**src/rtl/uart_tx_scheduler_pkg.sv**
```systemverilog
// Shared UART constants, scheduler state encoding and packet-length helper.
package uart_pkg;

    localparam logic [7:0] ASCII_CR = 8'h0D;
    localparam logic [7:0] ASCII_LF = 8'h0A;

    typedef enum logic [1:0] {
        ST_IDLE = 2'd0,
        ST_SEND = 2'd1,
        ST_WAIT = 2'd2
    } sched_state_e;

    // Tag byte, payload bytes, then an optional CR/LF pair.
    function automatic int pkt_len(input int pay_bytes, input int term_en);
        return 1 + pay_bytes + 2 * term_en;
    endfunction

endpackage

```
**src/rtl/uart_tx_scheduler_if.sv**
```systemverilog
// Byte handshake between the scheduler (master) and the UART transmitter (slave).
interface uart_tx_scheduler_if;

    logic       oTx_Start;
    logic [7:0] oTx_Data;
    logic       iTx_Busy;
    logic       iTx_Done;

    modport master (
        output oTx_Start,
        output oTx_Data,
        input  iTx_Busy,
        input  iTx_Done
    );

    modport slave (
        input  oTx_Start,
        input  oTx_Data,
        output iTx_Busy,
        output iTx_Done
    );

endinterface

```
**src/rtl/uart_tx_scheduler_rr_arbiter.sv**
```systemverilog
// Combinational round-robin arbiter: first request searching upward from ptr_i+1, wrapping.
// Zero latency; the caller advances the pointer to idx_o when it accepts the grant.
module rr_arbiter #(
    parameter int N_REQ = 3,
    parameter int PTR_W = (N_REQ > 1) ? $clog2(N_REQ) : 1
) (
    input  logic [N_REQ-1:0] req_i,
    input  logic [PTR_W-1:0] ptr_i,
    output logic             vld_o,
    output logic [N_REQ-1:0] gnt_o,
    output logic [PTR_W-1:0] idx_o
);

    logic [PTR_W-1:0] cand;

    always_comb begin
        vld_o = 1'b0;
        gnt_o = '0;
        idx_o = '0;
        cand  = '0;
        for (int i = 1; i <= N_REQ; i++) begin
            cand = PTR_W'((int'(ptr_i) + i) % N_REQ);
            if (!vld_o && req_i[cand]) begin
                vld_o       = 1'b1;
                gnt_o[cand] = 1'b1;
                idx_o       = cand;
            end
        end
    end

endmodule

```
**src/rtl/uart_tx_scheduler.sv**
```systemverilog
// Round-robin shares one UART TX between N_REQ sources; grant 1 cycle after request, first byte 2 cycles.
// Each byte waits in SEND while the transmitter is busy and in WAIT until its done pulse.
module uart_tx_scheduler
    import uart_pkg::*;
#(
    parameter int N_REQ     = 3,
    parameter int PAY_BYTES = 4,
    parameter int TERM_EN   = 1
) (
    input  logic                         iClk,
    input  logic                         iRst,
    input  logic [N_REQ-1:0]             iReq,
    input  logic [8*N_REQ-1:0]           iTag,
    input  logic [8*PAY_BYTES*N_REQ-1:0] iPayload,
    output logic [N_REQ-1:0]             oGrant,
    output logic                         oBusy,
    output logic                         oPkt_Done,
    uart_tx_scheduler_if.master          tx
);

    localparam int L     = pkt_len(PAY_BYTES, TERM_EN);
    localparam int IDX_W = $clog2(L);
    localparam int PTR_W = (N_REQ > 1) ? $clog2(N_REQ) : 1;

    sched_state_e     state_q, state_d;
    logic [IDX_W-1:0] idx_q, idx_d;
    logic [PTR_W-1:0] ptr_q, ptr_d;
    logic [7:0]       pkt_q [L];
    logic [7:0]       pkt_d [L];
    logic [N_REQ-1:0] grant_q, grant_d;
    logic             start_q, start_d;
    logic [7:0]       data_q, data_d;
    logic             done_q, done_d;

    logic             arb_vld;
    logic [N_REQ-1:0] arb_gnt;
    logic [PTR_W-1:0] arb_idx;

    rr_arbiter #(
        .N_REQ (N_REQ),
        .PTR_W (PTR_W)
    ) u_arb (
        .req_i (iReq),
        .ptr_i (ptr_q),
        .vld_o (arb_vld),
        .gnt_o (arb_gnt),
        .idx_o (arb_idx)
    );

    always_comb begin
        state_d = state_q;
        idx_d   = idx_q;
        ptr_d   = ptr_q;
        pkt_d   = pkt_q;
        grant_d = '0;
        start_d = 1'b0;
        data_d  = data_q;
        done_d  = 1'b0;
        case (state_q)
            ST_IDLE: begin
                if (arb_vld) begin
                    grant_d  = arb_gnt;
                    ptr_d    = arb_idx;
                    idx_d    = '0;
                    state_d  = ST_SEND;
                    pkt_d[0] = iTag[8*int'(arb_idx) +: 8];
                    // Payload goes out most-significant byte first.
                    for (int b = 0; b < PAY_BYTES; b++) begin
                        pkt_d[1+b] = iPayload[8*(PAY_BYTES*int'(arb_idx) + PAY_BYTES-1-b) +: 8];
                    end
                    if (TERM_EN != 0) begin
                        pkt_d[L-2] = ASCII_CR;
                        pkt_d[L-1] = ASCII_LF;
                    end
                end
            end
            ST_SEND: begin
                if (!tx.iTx_Busy) begin
                    start_d = 1'b1;
                    data_d  = pkt_q[idx_q];
                    state_d = ST_WAIT;
                end
            end
            ST_WAIT: begin
                if (tx.iTx_Done) begin
                    if (idx_q == IDX_W'(L-1)) begin
                        done_d  = 1'b1;
                        state_d = ST_IDLE;
                    end else begin
                        idx_d   = idx_q + IDX_W'(1);
                        state_d = ST_SEND;
                    end
                end
            end
            default: state_d = ST_IDLE;
        endcase
    end

    always_ff @(posedge iClk) begin
        if (iRst) begin
            state_q <= ST_IDLE;
            idx_q   <= '0;
            ptr_q   <= PTR_W'(N_REQ-1);
            grant_q <= '0;
            start_q <= 1'b0;
            data_q  <= '0;
            done_q  <= 1'b0;
            for (int i = 0; i < L; i++) begin
                pkt_q[i] <= '0;
            end
        end else begin
            state_q <= state_d;
            idx_q   <= idx_d;
            ptr_q   <= ptr_d;
            grant_q <= grant_d;
            start_q <= start_d;
            data_q  <= data_d;
            done_q  <= done_d;
            pkt_q   <= pkt_d;
        end
    end

    assign oGrant       = grant_q;
    assign oPkt_Done    = done_q;
    assign oBusy        = (state_q != ST_IDLE);
    assign tx.oTx_Start = start_q;
    assign tx.oTx_Data  = data_q;

endmodule

```
**src/flat_wrapper.sv**
```systemverilog
// flat-port wrapper written by rule: the top's interface ports become plain ports
module uart_tx_scheduler_flat import uart_pkg::*;
#(
    parameter int N_REQ     = 3,
    parameter int PAY_BYTES = 4,
    parameter int TERM_EN   = 1
)
  (iClk, iRst, iReq, iTag, iPayload, oGrant, oBusy, oPkt_Done, tx_oTx_Start, tx_oTx_Data, tx_iTx_Busy, tx_iTx_Done);
  uart_tx_scheduler_if tx_i ();
  input  logic iClk;
  input  logic iRst;
  input  logic [N_REQ-1:0] iReq;
  input  logic [8*N_REQ-1:0] iTag;
  input  logic [8*PAY_BYTES*N_REQ-1:0] iPayload;
  output logic [N_REQ-1:0] oGrant;
  output logic oBusy;
  output logic oPkt_Done;
  output wire logic [$bits(tx_i.oTx_Start)-1:0] tx_oTx_Start;
  output wire logic [$bits(tx_i.oTx_Data)-1:0] tx_oTx_Data;
  input wire logic [$bits(tx_i.iTx_Busy)-1:0] tx_iTx_Busy;
  input wire logic [$bits(tx_i.iTx_Done)-1:0] tx_iTx_Done;
  assign tx_oTx_Start = tx_i.oTx_Start;
  assign tx_oTx_Data = tx_i.oTx_Data;
  assign tx_i.iTx_Busy = tx_iTx_Busy;
  assign tx_i.iTx_Done = tx_iTx_Done;
  uart_tx_scheduler #(.N_REQ(N_REQ), .PAY_BYTES(PAY_BYTES), .TERM_EN(TERM_EN)) u_core (.iClk(iClk), .iRst(iRst), .iReq(iReq), .iTag(iTag), .iPayload(iPayload), .oGrant(oGrant), .oBusy(oBusy), .oPkt_Done(oPkt_Done), .tx(tx_i));
endmodule
```
**config.mk**
```make
export PLATFORM = sky130hd
export DESIGN_NAME = uart_tx_scheduler_flat
export DESIGN_NICKNAME = d
export VERILOG_FILES = /design/src/rtl/uart_tx_scheduler_pkg.sv /design/src/rtl/uart_tx_scheduler_if.sv /design/src/rtl/uart_tx_scheduler_rr_arbiter.sv /design/src/rtl/uart_tx_scheduler.sv /design/src/flat_wrapper.sv
export SDC_FILE = /design/constraint.sdc
export NUM_CORES = 1
export LEC_CHECK = 0
export BUFFER_PORTS_ARGS = -buffer_cell sky130_fd_sc_hd__buf_2
export CAP_MARGIN = 20
export CELL_PAD_IN_SITES_DETAIL_PLACEMENT = 0
export CELL_PAD_IN_SITES_GLOBAL_PLACEMENT = 1
export CORE_ASPECT_RATIO = 0.5
export CORE_MARGIN = 1
export CORE_UTILIZATION = 40
export CTS_BUF_LIST = sky130_fd_sc_hd__clkbuf_4
export CTS_CLUSTER_DIAMETER = 100
export DETAILED_ROUTE_END_ITERATION = 10
export PLACE_DENSITY_LB_ADDON = 0.3
export REMOVE_ABC_BUFFERS = 1
export SYNTH_ARGS = -nofsm -noshare
export SYNTH_HDL_FRONTEND = slang
export SYNTH_SLANG_ARGS = --single-unit
export TNS_END_PERCENT = 5
```
**constraint.sdc**
```tcl
create_clock -name iClk -period 7 [get_ports iClk]
set_input_delay 0.7 -clock iClk [delete_from_list [all_inputs] [get_ports iClk]]
set_output_delay 0.7 -clock iClk [all_outputs]
set_load 0.05 [all_outputs]
```
==> impl_metrics.csv, run 1 <==
group,metric,value,unit
sta,skew,0.0133,ns
synth,synth_edf_count,0,
cells_and_area,nets,610,
worst_setup_path,cpPeakStageDelay,0.60,ns
worst_setup_path,critPathRequiredTime,7.35,ns
drt,met3_length,553,um
worst_setup_path,path_max_fanout,19,
worst_hold_path,min_from,"u_core.pkt_q[18]$_SDFFE_PP0P_",
clocking,clk_pin_slew_worst_paths,0.10,ns
die,die_w,134,um
placed_design,portBuffers,140,
synth,synth_seq_cells,61,
die,die_y,67.8,um
sta,worst_pin_slew,1.11,ns
clocking,post_cts_buffers,0,
worst_setup_path,r2r_start,"u_core.ptr_q[0]$_SDFFE_PP0P_",
cells_and_area,final_common_cell,"buf_2",
clocking,cts_hold_buffers,0,
placed_design,gp_congestion,0.817,
worst_setup_path,start_kind,"flip-flop",
clocking,clockBufferDepth,2,
grt,antenna_found_initial,0,
drt,wl_per_cell,15.0,um
sta,rsz0062_at_grt,"false",
drt,vias_per_cell,5.29,
drt,dr.pass1.iters,4,
clocking,cts_buffers,9,
cells_and_area,layout-drive-gt1-share,39.4,%
worst_setup_path,cp.arrival,3.56,ns
worst_setup_path,cp_slowest_cell,"nor3b_2",
power,power_switching,684,uW
power,swShare,42.6,%
die,ios,141,
power,powerDensity,372,mW/mm^2
run_status,status,"completed",
drt,wl,8910,um
clocking,root_buffer,"clkbuf_4",
die,num_rows,23,
drt,wl_met1,4230,um
sta,hold_ws,0.469,ns
sta,hold_viol_final,0,
cells_and_area,instances_no_fill,594,
clocking,cts.repair.resized,0,
worst_hold_path,hold_class,"reg -> reg",
clocking,htree_num_levels,3,
synth,synthFlopType,"dfxtp_1",
sta,fmax,312,MHz
die,dieArea,0.00906,mm^2
power,ir_drop,165,uV
power,clock_power_share,15.0,%
power,p_leak,1.82,nW
synth,netlist_area,0.00347,mm^2
synth,ys_seq_area_share,35.2,%
die,start_util,42.3,%
drt,drtIter0Drc,171,
cells_and_area,diodes,0,
clocking,cts_tree,"yes",
sta,finalCritPeriodShare,45.8,%
sta,relSlewSlack,25.7,%
cells_and_area,final_cell_mix,"buf_2 (140), dfxtp_1 (61), mux2i_1 (39)",
grt,grt_pass1_wl,14200,um
cells_and_area,fillers,787,
grt,grt_pass1_vias,2932,
placed_design,place_hpwl,6340,um
synth,async_flop_share,0,%
synth,synth.distinct_cells,57,
clocking,cts_sinks,61,
synth,ys_warn_count,0,
run,maxCapViolCount,0,
drt,route.met2.wl,4020,um
grt,grt_usage,20.5,%
clocking,clock_latency,0.42,ns
worst_setup_path,crit_path_end_kind,"flip-flop",
sta,finalSetupTns,0,ns
power,p_seq_share,32.6,%
drt,highest_layer,"met4",
drt,route.detailed.drc,0,
synth,synth.avg_cell_area,9.87,um^2
worst_setup_path,path_cells,"inv_1 > ha_1 > clkinv_1 > mux2i_4 > nand3_1 > nor3b_2 > nand2_1 > buf_16 > o21ai_0",
drt,vias,3140,
power,power.internal,920,uW
drt,ant_nets,0,
grt,grt_max_degree,43,
worst_setup_path,worstSetupStartpoint,"u_core.ptr_q[0]$_SDFFE_PP0P_",
power,power_frac_comb,52.4,%
placed_design,place_inst,576,
synth,synth_cells,351,
worst_setup_path,criticalPathCategory,"reg -> reg",
cells_and_area,syn_to_final_growth,24.3,%
sta,layout_min_cycle_time,3.21,ns
sta,setup_viol_count_final,0,
die,core,0.00820,mm^2
sta,maxSlewViolCount,0,
grt,gr-total-overflow,0,
-- sequential cells by signal (all words and copies together), names as in the netlist --
register	flops
u_core.pkt_q	41
u_core.tx.oTx_Data	8
u_core.idx_q	3
u_core.oGrant	3
u_core.ptr_q	2
u_core.state_q	2
u_core.oPkt_Done	1
u_core.tx.oTx_Start	1
-- worst paths after layout --
| path | end | slack, ns | cells after the start |
|---|---|---|---|
| hold reg to reg | u_core.pkt_q[18]$_SDFFE_PP0P_ | 0.47 | 2 |
| setup reg to reg | u_core.pkt_q[54]$_SDFFE_PP0P_ | 3.79 | 9 |
| hold / removal | u_core.pkt_q[18]$_SDFFE_PP0P_ | 0.47 | 2 |
| setup / recovery | u_core.pkt_q[54]$_SDFFE_PP0P_ | 3.79 | 9 |
-- layer usage --
layer	up-vias	track usage (%)
li1	1585	-
met1	1435	26.8
met2	108	33.3
met3	12	6.07
met4	0	5.82
met5	-	0
-- per-stage QoR --
stage	utilization [%]	area [um^2]	total power, mW	setup slack, ns
floorplan	-	3270	1.14	3.81
global placement	50.4	4130	1.34	3.57
detailed placement	50.4	4130	1.35	3.55
CTS	51.9	4260	1.59	3.58
global route	52.5	4310	1.73	3.47
finish	52.5	4310	1.60	3.79
-- critical path, delay by kind of cell, from the launching register on --
family                   cells  cell delay [ns]
AO/OA/AOI/OAI                1             0.14
adder cells (fa/ha/maj)      1             0.45
buffers and inverters        3             0.62
flip-flops                   1             0.37
multiplexers                 1             0.26
AND/OR/NAND/NOR              3             1.28
-- power by group through the flow --
stage,combinational (mW),sequential (mW),clock [mW]
final,0.841,0.523,0.241
after global routing,0.925,0.538,0.266
after CTS,0.818,0.525,0.248
after detailed placement,0.816,0.532,0
after global placement,0.813,0.530,0
after floorplan,0.577,0.563,0
-- Yosys cell counts (3+ instances only) --
cell type,n,share of area (%)
clkbuf_1,6,0.65
dfxtp_1,61,35
nand2b_1,7,1.3
buf_6,7,2.3
mux4_2,8,5.2
a21oi_1,14,2.0
nor3_1,4,0.58
o21ai_1,31,4.5
a22oi_1,22,4.8
buf_2,9,1.3
o31ai_1,4,0.87
a41oi_1,4,1.0
nand3_1,6,0.87
o21ai_0,9,1.3
clkbuf_2,3,0.43
a311oi_1,4,1.0
mux2i_1,39,11
inv_1,7,0.76
a22oi_2,10,3.6
nor2_1,16,1.7
a22o_1,4,1.0
ha_1,6,2.2
a211oi_1,9,1.9
nand2_1,18,1.9
nor3b_2,3,1.1
-- final cells by class --
class	instances	area, um^2	area share, %
clock buffer	10	75.1	1.74
clock inverter	6	53.8	1.25
inverter	8	30.0	0.697
multi-input combinational	253	2020	47.0
sequential	61	1220	28.4
tap	112	140	3.25
timing repair buffer	144	763	17.7
-- cell families after synthesis --
| group | Yosys count | synth area share, % |
|---|---|---|
| xor+xnor | 1 | 0.253 |
| simple gates | 72 | 11.8 |
| mux | 51 | 18.2 |
| compound gates | 123 | 25.7 |
| flops | 61 | 35.2 |
| fa+ha+maj | 6 | 2.17 |
| buf+inv | 37 | 6.64 |
Note: power is estimated with default switching activity, not from simulation.
==> inputs of run 2 (changes only) <==
CORE_UTILIZATION = 37   (was 40)
clock period = 3.3 ns   (was 7 ns; I/O delays follow)
==> run 2 against run 1 <==
Against the previous run:
- global-route usage fell by 1.7 points
- highest routed layer unchanged
- register-to-register slack got worse by 3.3 ns
- largest power group unchanged
- final cell count rose by 1.5%
- critical endpoint is now u_core.pkt_q[31]$_SDFFE_PP0P_
- total power rose by 110%
- maximum frequency rose by 16%
==> impl_metrics.csv, run 2 (synthesized netlist as in run 1, its figures left out) <==
group,metric,value,unit
run_status,status,"completed",
die,core,0.00889,mm^2
sta,skew,0.0180,ns
die,die_y,70.4,um
power,power.internal,1.90,mW
power,ir_drop,227,uV
clocking,post_cts_buffers,0,
drt,ant_nets,0,
drt,wl,8960,um
clocking,cts.repair.resized,0,
worst_setup_path,critPathRequiredTime,3.59,ns
worst_setup_path,cp.depth,9,
sta,finalCritPeriodShare,83.9,%
sta,fmax,361,MHz
clocking,cts_sinks,61,
clocking,clockBufferDepth,2,
worst_setup_path,start_kind,"flip-flop",
grt,grt_pass1_vias,2949,
cells_and_area,largest-register,"u_core.pkt_q",
clocking,htree_num_levels,3,
grt,grt_usage,18.8,%
worst_hold_path,min_from,"iPayload[83]",
sta,setup_viol_count_final,0,
sta,finalSetupTns,0,ns
placed_design,place_hpwl,6470,um
worst_setup_path,path_cells,"inv_1 > ha_1 > mux2i_1 > nor4b_2 > a21oi_1 > nand2_2 > buf_12 > mux2i_1 > o21ai_1",
worst_setup_path,crit_path_frequent_cell,"mux2i_1",
die,die_w,139,um
grt,antenna_found_initial,0,
grt,grt_max_degree,43,
clocking,cts_tree,"yes",
worst_setup_path,cp_top_family,"compound AO/OA/AOI/OAI gates",
grt,grt_pass1_wl,14400,um
cells_and_area,final_common_cell,"buf_2",
power,p_leak,1.82,nW
run,maxCapViolCount,0,
cells_and_area,layout-drive-gt1-share,40.5,%
clocking,clock_latency,0.40,ns
sta,rsz0062_at_grt,"false",
clocking,clk_pin_slew_worst_paths,0.11,ns
cells_and_area,nets,614,
drt,dr.pass1.iters,6,
worst_setup_path,crit_path_end_kind,"flip-flop",
clocking,cts_buffers,9,
power,power_frac_comb,53.1,%
sta,layout_min_cycle_time,2.77,ns
worst_hold_path,hold_class,"in -> reg",
drt,drtIter0Drc,134,
clocking,root_buffer,"clkbuf_4",
worst_setup_path,r2r_start,"u_core.ptr_q[0]$_SDFFE_PP0P_",
worst_setup_path,cp_slowest_cell,"a21oi_1",
worst_setup_path,criticalPathCategory,"reg -> reg",
die,num_rows,24,
worst_setup_path,rrSetupSlack,0.53,ns
cells_and_area,largest_reg_flops,41,
power,powerDensity,774,mW/mm^2
power,power,3.34,mW
worst_setup_path,worstReg2RegEnd,"u_core.pkt_q[31]$_SDFFE_PP0P_",
cells_and_area,utilization,48.5,%
die,start_util,39.0,%
drt,vias_per_cell,5.15,
power,p_seq_share,33.4,%
cells_and_area,syn_to_final_growth,24.4,%
power,clock_power_share,13.5,%
sta,relSlewSlack,38.6,%
drt,wl_per_cell,14.9,um
placed_design,gp_congestion,0.781,
power,swShare,43.2,%
worst_hold_path,whs_path_depth,3,
sta,worst_pin_slew,0.922,ns
worst_setup_path,worst-path-buf-inv,2,
worst_setup_path,cpPeakStageDelay,0.72,ns
cells_and_area,diodes,0,
worst_hold_path,holdPathEnd,"u_core.pkt_q[35]$_SDFFE_PP0P_",
die,dieArea,0.00978,mm^2
worst_setup_path,path_max_fanout,33,
grt,gr-total-overflow,0,
drt,route.detailed.drc,0,
die,ios,141,
worst_setup_path,rr_worst_depth,9,
sta,setup_slack,0.530,ns
clocking,cts_hold_buffers,0,
sta,hold_viol_final,0,
drt,vias,3106,
power,power_switching,1.44,mW
cells_and_area,final_cell_mix,"buf_2 (140), dfxtp_1 (61), mux2i_1 (39)",
sta,maxSlewViolCount,0,
worst_setup_path,cp.arrival,3.06,ns
placed_design,place_ws,0.524,ns
placed_design,portBuffers,140,
-- run 2: changes by cell type in the layout (fill, tap and decap cells not counted), sizes merged --
cell | before | now
bufinv | 1 | 0
clkinv | 5 | 3
clkinvlp | 1 | 2
clkbuf | 10 | 12
buf | 144 | 148
-- run 2: how the worst max path moves through the flow --
stage | to | slack, ns | startpoint
2_1_floorplan | u_core.oGrant[1]$_SDFF_PP0_ | 0.14 | u_core.ptr_q[0]$_SDFFE_PP0P_
6_report | u_core.pkt_q[31]$_SDFFE_PP0P_ | 0.53 | u_core.ptr_q[0]$_SDFFE_PP0P_
4_1_cts | u_core.pkt_q[48]$_SDFFE_PP0P_ | 0.50 | u_core.ptr_q[0]$_SDFFE_PP0P_
3_3_place_gp | u_core.pkt_q[52]$_SDFFE_PP0P_ | 0.64 | u_core.ptr_q[0]$_SDFFE_PP0P_
3_5_place_dp | u_core.pkt_q[48]$_SDFFE_PP0P_ | 0.52 | u_core.ptr_q[0]$_SDFFE_PP0P_
5_1_grt | u_core.pkt_q[48]$_SDFFE_PP0P_ | 0.25 | u_core.ptr_q[0]$_SDFFE_PP0P_
-- run 2: worst register-to-register path, delay by kind of cell (launching register included) --
| family | cells | cell delay (ns) |
|---|---|---|
| AOI/OAI and AO/OA | 2 | 0.79 |
| adders and majority gates | 1 | 0.20 |
| buffers and inverters | 2 | 0.37 |
| DFF | 1 | 0.34 |
| muxes | 2 | 0.60 |
| and+or+nand+nor | 2 | 0.36 |
-- run 2: stage by stage --
step                hold WS (ns)  instance area (um^2)  instances
floorplan                  0.399                  3270        322
global placement           0.459                  4190        586
detailed placement         0.467                  4190        586
CTS                        0.117                  4300        602
global route              0.0998                  4310        603
finish                     0.143                  4310        603
-- run 2: power by group through the flow --
stage / Combinational [mW] / Clock [mW] / Sequential, mW
3_5_place_dp: 1.78 / 0 / 1.13
3_3_place_gp: 1.77 / 0 / 1.13
5_1_grt: 1.94 / 0.504 / 1.15
6_report: 1.77 / 0.450 / 1.12
4_1_cts: 1.79 / 0.467 / 1.12
2_1_floorplan: 1.22 / 0 / 1.19
-- run 2: final cells by class --
cell class                      count  area, um^2
Fill cell                         862        4580
Multi-Input combinational cell    253        2020
Sequential cell                    61        1220
Timing Repair Buffer              148         777
Tap cell                          117         146
Clock buffer                       12        90.1
Inverter                            8        30.0
Clock inverter                      4        25.0
-- run 2: routing by layer --
metal	wire length (um)	vias to the layer above	part of all wire, %	track usage, %
met2	4120	64	46	30.6
met3	362	7	4.0	5.08
li1	-	1595	-	-
met5	0	-	0	0
met4	63	0	0.70	4.81
met1	4410	1440	49	24.8
==> inputs of run 3 (changes only) <==
ABC_AREA = 1   (was unset)
CORE_UTILIZATION = 35   (was 37)
clock period = 2.7 ns   (was 3.3 ns; I/O delays follow)
==> run 3 against run 2 <==
Against the previous run:
- the run now ends with design-rule violations left
- wire length is 28% higher
- die area up 20%
- combinational power grew 130%
- cell area up 13%
==> impl_metrics.csv, run 3 <==
group,metric,value,unit
run_status,status,"complete, but fails checks",
run_status,violations,"design-rule violations",
drt,route.detailed.drc,11,
clocking,cts_sinks,61,
clocking,cts.repair.resized,0,
synth,synthFlopType,"dfxtp_1",
grt,grt_usage,20.6,%
clocking,cts_tree,"yes",
grt,gr-total-overflow,0,
cells_and_area,instances_no_fill,884,
cells_and_area,final_common_cell,"nand2_1",
drt,vias,4214,
power,ir_drop,579,uV
cells_and_area,nets,873,
grt,grt_pass1_wl,19300,um
placed_design,place_inst,869,
synth,synth.avg_cell_area,6.44,um^2
drt,vias_per_cell,4.77,
sta,fmax,430,MHz
sta,worst_pin_slew,0.766,ns
die,core,0.0106,mm^2
synth,synth_seq_cells,61,
sta,finalCritPeriodShare,86.2,%
power,power.internal,2.84,mW
power,p_seq_share,23.1,%
worst_setup_path,rrSetupSlack,0.37,ns
drt,drtIter0Drc,189,
die,die_y,77.0,um
clocking,clockBufferDepth,2,
sta,relSlewSlack,48.5,%
worst_setup_path,crit_path_end_kind,"flip-flop",
placed_design,place_ws,0.390,ns
die,num_rows,26,
clocking,post_cts_buffers,0,
power,swShare,53.0,%
cells_and_area,layout-drive-gt1-share,26.2,%
worst_setup_path,worstSetupEndpoint,"u_core.pkt_q[48]$_SDFFE_PP0P_",
clocking,htree_num_levels,3,
sta,hold_viol_final,0,
clocking,clk_pin_slew_worst_paths,0.10,ns
worst_setup_path,worstReg2RegEnd,"u_core.pkt_q[48]$_SDFFE_PP0P_",
power,power,6.05,mW
grt,grt_max_degree,42,
grt,antenna_found_initial,0,
sta,skew,0.0136,ns
cells_and_area,fillers,1177,
power,clock_power_share,8.5,%
sta,rsz0062_at_grt,"false",
synth,async_flop_share,0,%
worst_setup_path,path_max_fanout,18,
cells_and_area,largest_reg_flops,41,
die,dieArea,0.0117,mm^2
sta,maxSlewViolCount,0,
synth,yosysMostFrequentCell,"nand2_1",
synth,synth_cells,612,
synth,ys_top_cells_by_area,"dfxtp_1 (31%), nand2_1 (14%), inv_1 (9.2%)",
die,start_util,37.3,%
power,power_frac_comb,68.5,%
cells_and_area,syn_to_final_growth,23.3,%
worst_setup_path,worstSetupStartpoint,"u_core.ptr_q[0]$_SDFFE_PP0P_",
clocking,root_buffer,"clkbuf_4",
worst_hold_path,hold_class,"in -> reg",
cells_and_area,final_cell_mix,"nand2_1 (142), buf_2 (140), inv_1 (97)",
drt,wl,11500,um
synth,synth_common_cells,"nand2_1 (143), inv_1 (97), dfxtp_1 (61)",
worst_setup_path,criticalPathCategory,"reg -> reg",
worst_setup_path,critPathRequiredTime,3.05,ns
sta,layout_min_cycle_time,2.33,ns
worst_setup_path,r2r_start,"u_core.ptr_q[0]$_SDFFE_PP0P_",
drt,wl_per_cell,13.0,um
sta,hold_ws,0.0803,ns
worst_setup_path,start_kind,"flip-flop",
run,maxCapViolCount,0,
sta,setup_slack,0.372,ns
placed_design,gp_congestion,0.818,
synth,synth_top_cell_by_area,"dfxtp_1",
grt,grt_pass1_vias,4022,
power,p_leak,2.66,nW
placed_design,portBuffers,140,
worst_setup_path,rr_worst_depth,10,
synth,synth_top_area_share,31.0,%
clocking,clock_latency,0.42,ns
power,power_switching,3.21,mW
die,die_w,152,um
synth,synth.distinct_cells,29,
drt,ant_nets,0,
clocking,cts_buffers,9,
synth,synth_edf_count,0,
sta,setup_viol_count_final,0,
synth,netlist_area,0.00394,mm^2
synth,ys_seq_area_share,31.0,%
worst_setup_path,cp.arrival,2.68,ns
placed_design,place_hpwl,8480,um
cells_and_area,largest-register,"u_core.pkt_q",
die,ios,141,
drt,dr.pass1.iters,7,
cells_and_area,diodes,0,
power,powerDensity,1250,mW/mm^2
synth,ys_warn_count,0,
clocking,cts_hold_buffers,0,
==> run 3: changes by cell type in the layout (fill, tap and decap cells not counted), moves of 36 or more <==
cell	change
a21oi_1	+36
inv_1	+90
mux2i_1	-39
nand2_1	+125
nand3_1	+53
o21ai_0	+51
==> run 3: cell families (layout without fill, tap and decap cells) <==
kind of cell / count (synthesis) / count (layout) / share of synthesized area, %
adders and majority gates: 6 / 6 / 1.91
and+or+nand+nor: 244 / 244 / 26.4
buffers and inverters: 139 / 271 / 14.8
DFF: 61 / 61 / 31.0
AOI/OAI and AO/OA: 162 / 162 / 25.9
==> run 3: worst min-delay path by stage <==
stage	from	cells past startpoint	slack, ns	end
after global placement	u_core.pkt_q[22]$_SDFFE_PP0P_	2	0.47	u_core.pkt_q[22]$_SDFFE_PP0P_
after CTS	tx_iTx_Done	3	0.06	u_core.oPkt_Done$_SDFF_PP0_
after floorplan	iRst	1	0.34	u_core.pkt_q[19]$_SDFFE_PP0P_
final	tx_iTx_Done	3	0.08	u_core.oPkt_Done$_SDFF_PP0_
after detailed placement	u_core.pkt_q[22]$_SDFFE_PP0P_	2	0.46	u_core.pkt_q[22]$_SDFFE_PP0P_
after global routing	tx_iTx_Done	3	0.08	u_core.oPkt_Done$_SDFF_PP0_
==> run 3: metal layers <==
| metal | vias to the layer above | GRT usage (%) | share of wire (%) |
|---|---|---|---|
| li1 | 2248 | - | - |
| met1 | 1833 | 28.2 | 51 |
| met2 | 123 | 32.8 | 42 |
| met3 | 10 | 4.58 | 5.8 |
| met4 | 0 | 4.69 | 0.93 |
| met5 | - | 0 | 0 |
==> run 3: power by group through the flow <==
stage / registers, mW / logic, mW / clock network [mW]
floorplan: 1.50 / 2.81 / 0
finish: 1.39 / 4.14 / 0.512
global placement: 1.41 / 4.12 / 0
detailed placement: 1.41 / 4.17 / 0
global route: 1.43 / 4.73 / 0.576
CTS: 1.39 / 4.18 / 0.533
==> run 3: worst max-delay path: stages, from the launching register on <==
cell	delay, ns
dfxtp_1	0.39
inv_1	0.08
ha_1	0.39
o21ai_1	0.25
nand2_4	0.12
nand3_1	0.11
nand3_2	0.14
nand2_2	0.17
buf_4	0.31
o211ai_1	0.15
a21oi_1	0.13
==> run 3: final cells by class <==
cell class              count  area (um^2)  share of cell area (%)
multi-input cells         412         2140                    44.0
flip-flops and latches     61         1220                    25.1
repair buffers            155          851                    17.5
inverters                 101          379                    7.80
well taps                 140          175                    3.61
clock buffers              10         75.1                    1.55
clock inverters             5         18.8                   0.386
==> run 3: stage by stage <==
stage	instance area [um^2]	util, %	setup TNS (ns)
after global routing	4860	46.0	0
after floorplan	3740	-	-16.55
after CTS	4860	46.0	0
after detailed placement	4760	45.1	0
final	4860	46.0	0
after global placement	4760	45.1	0
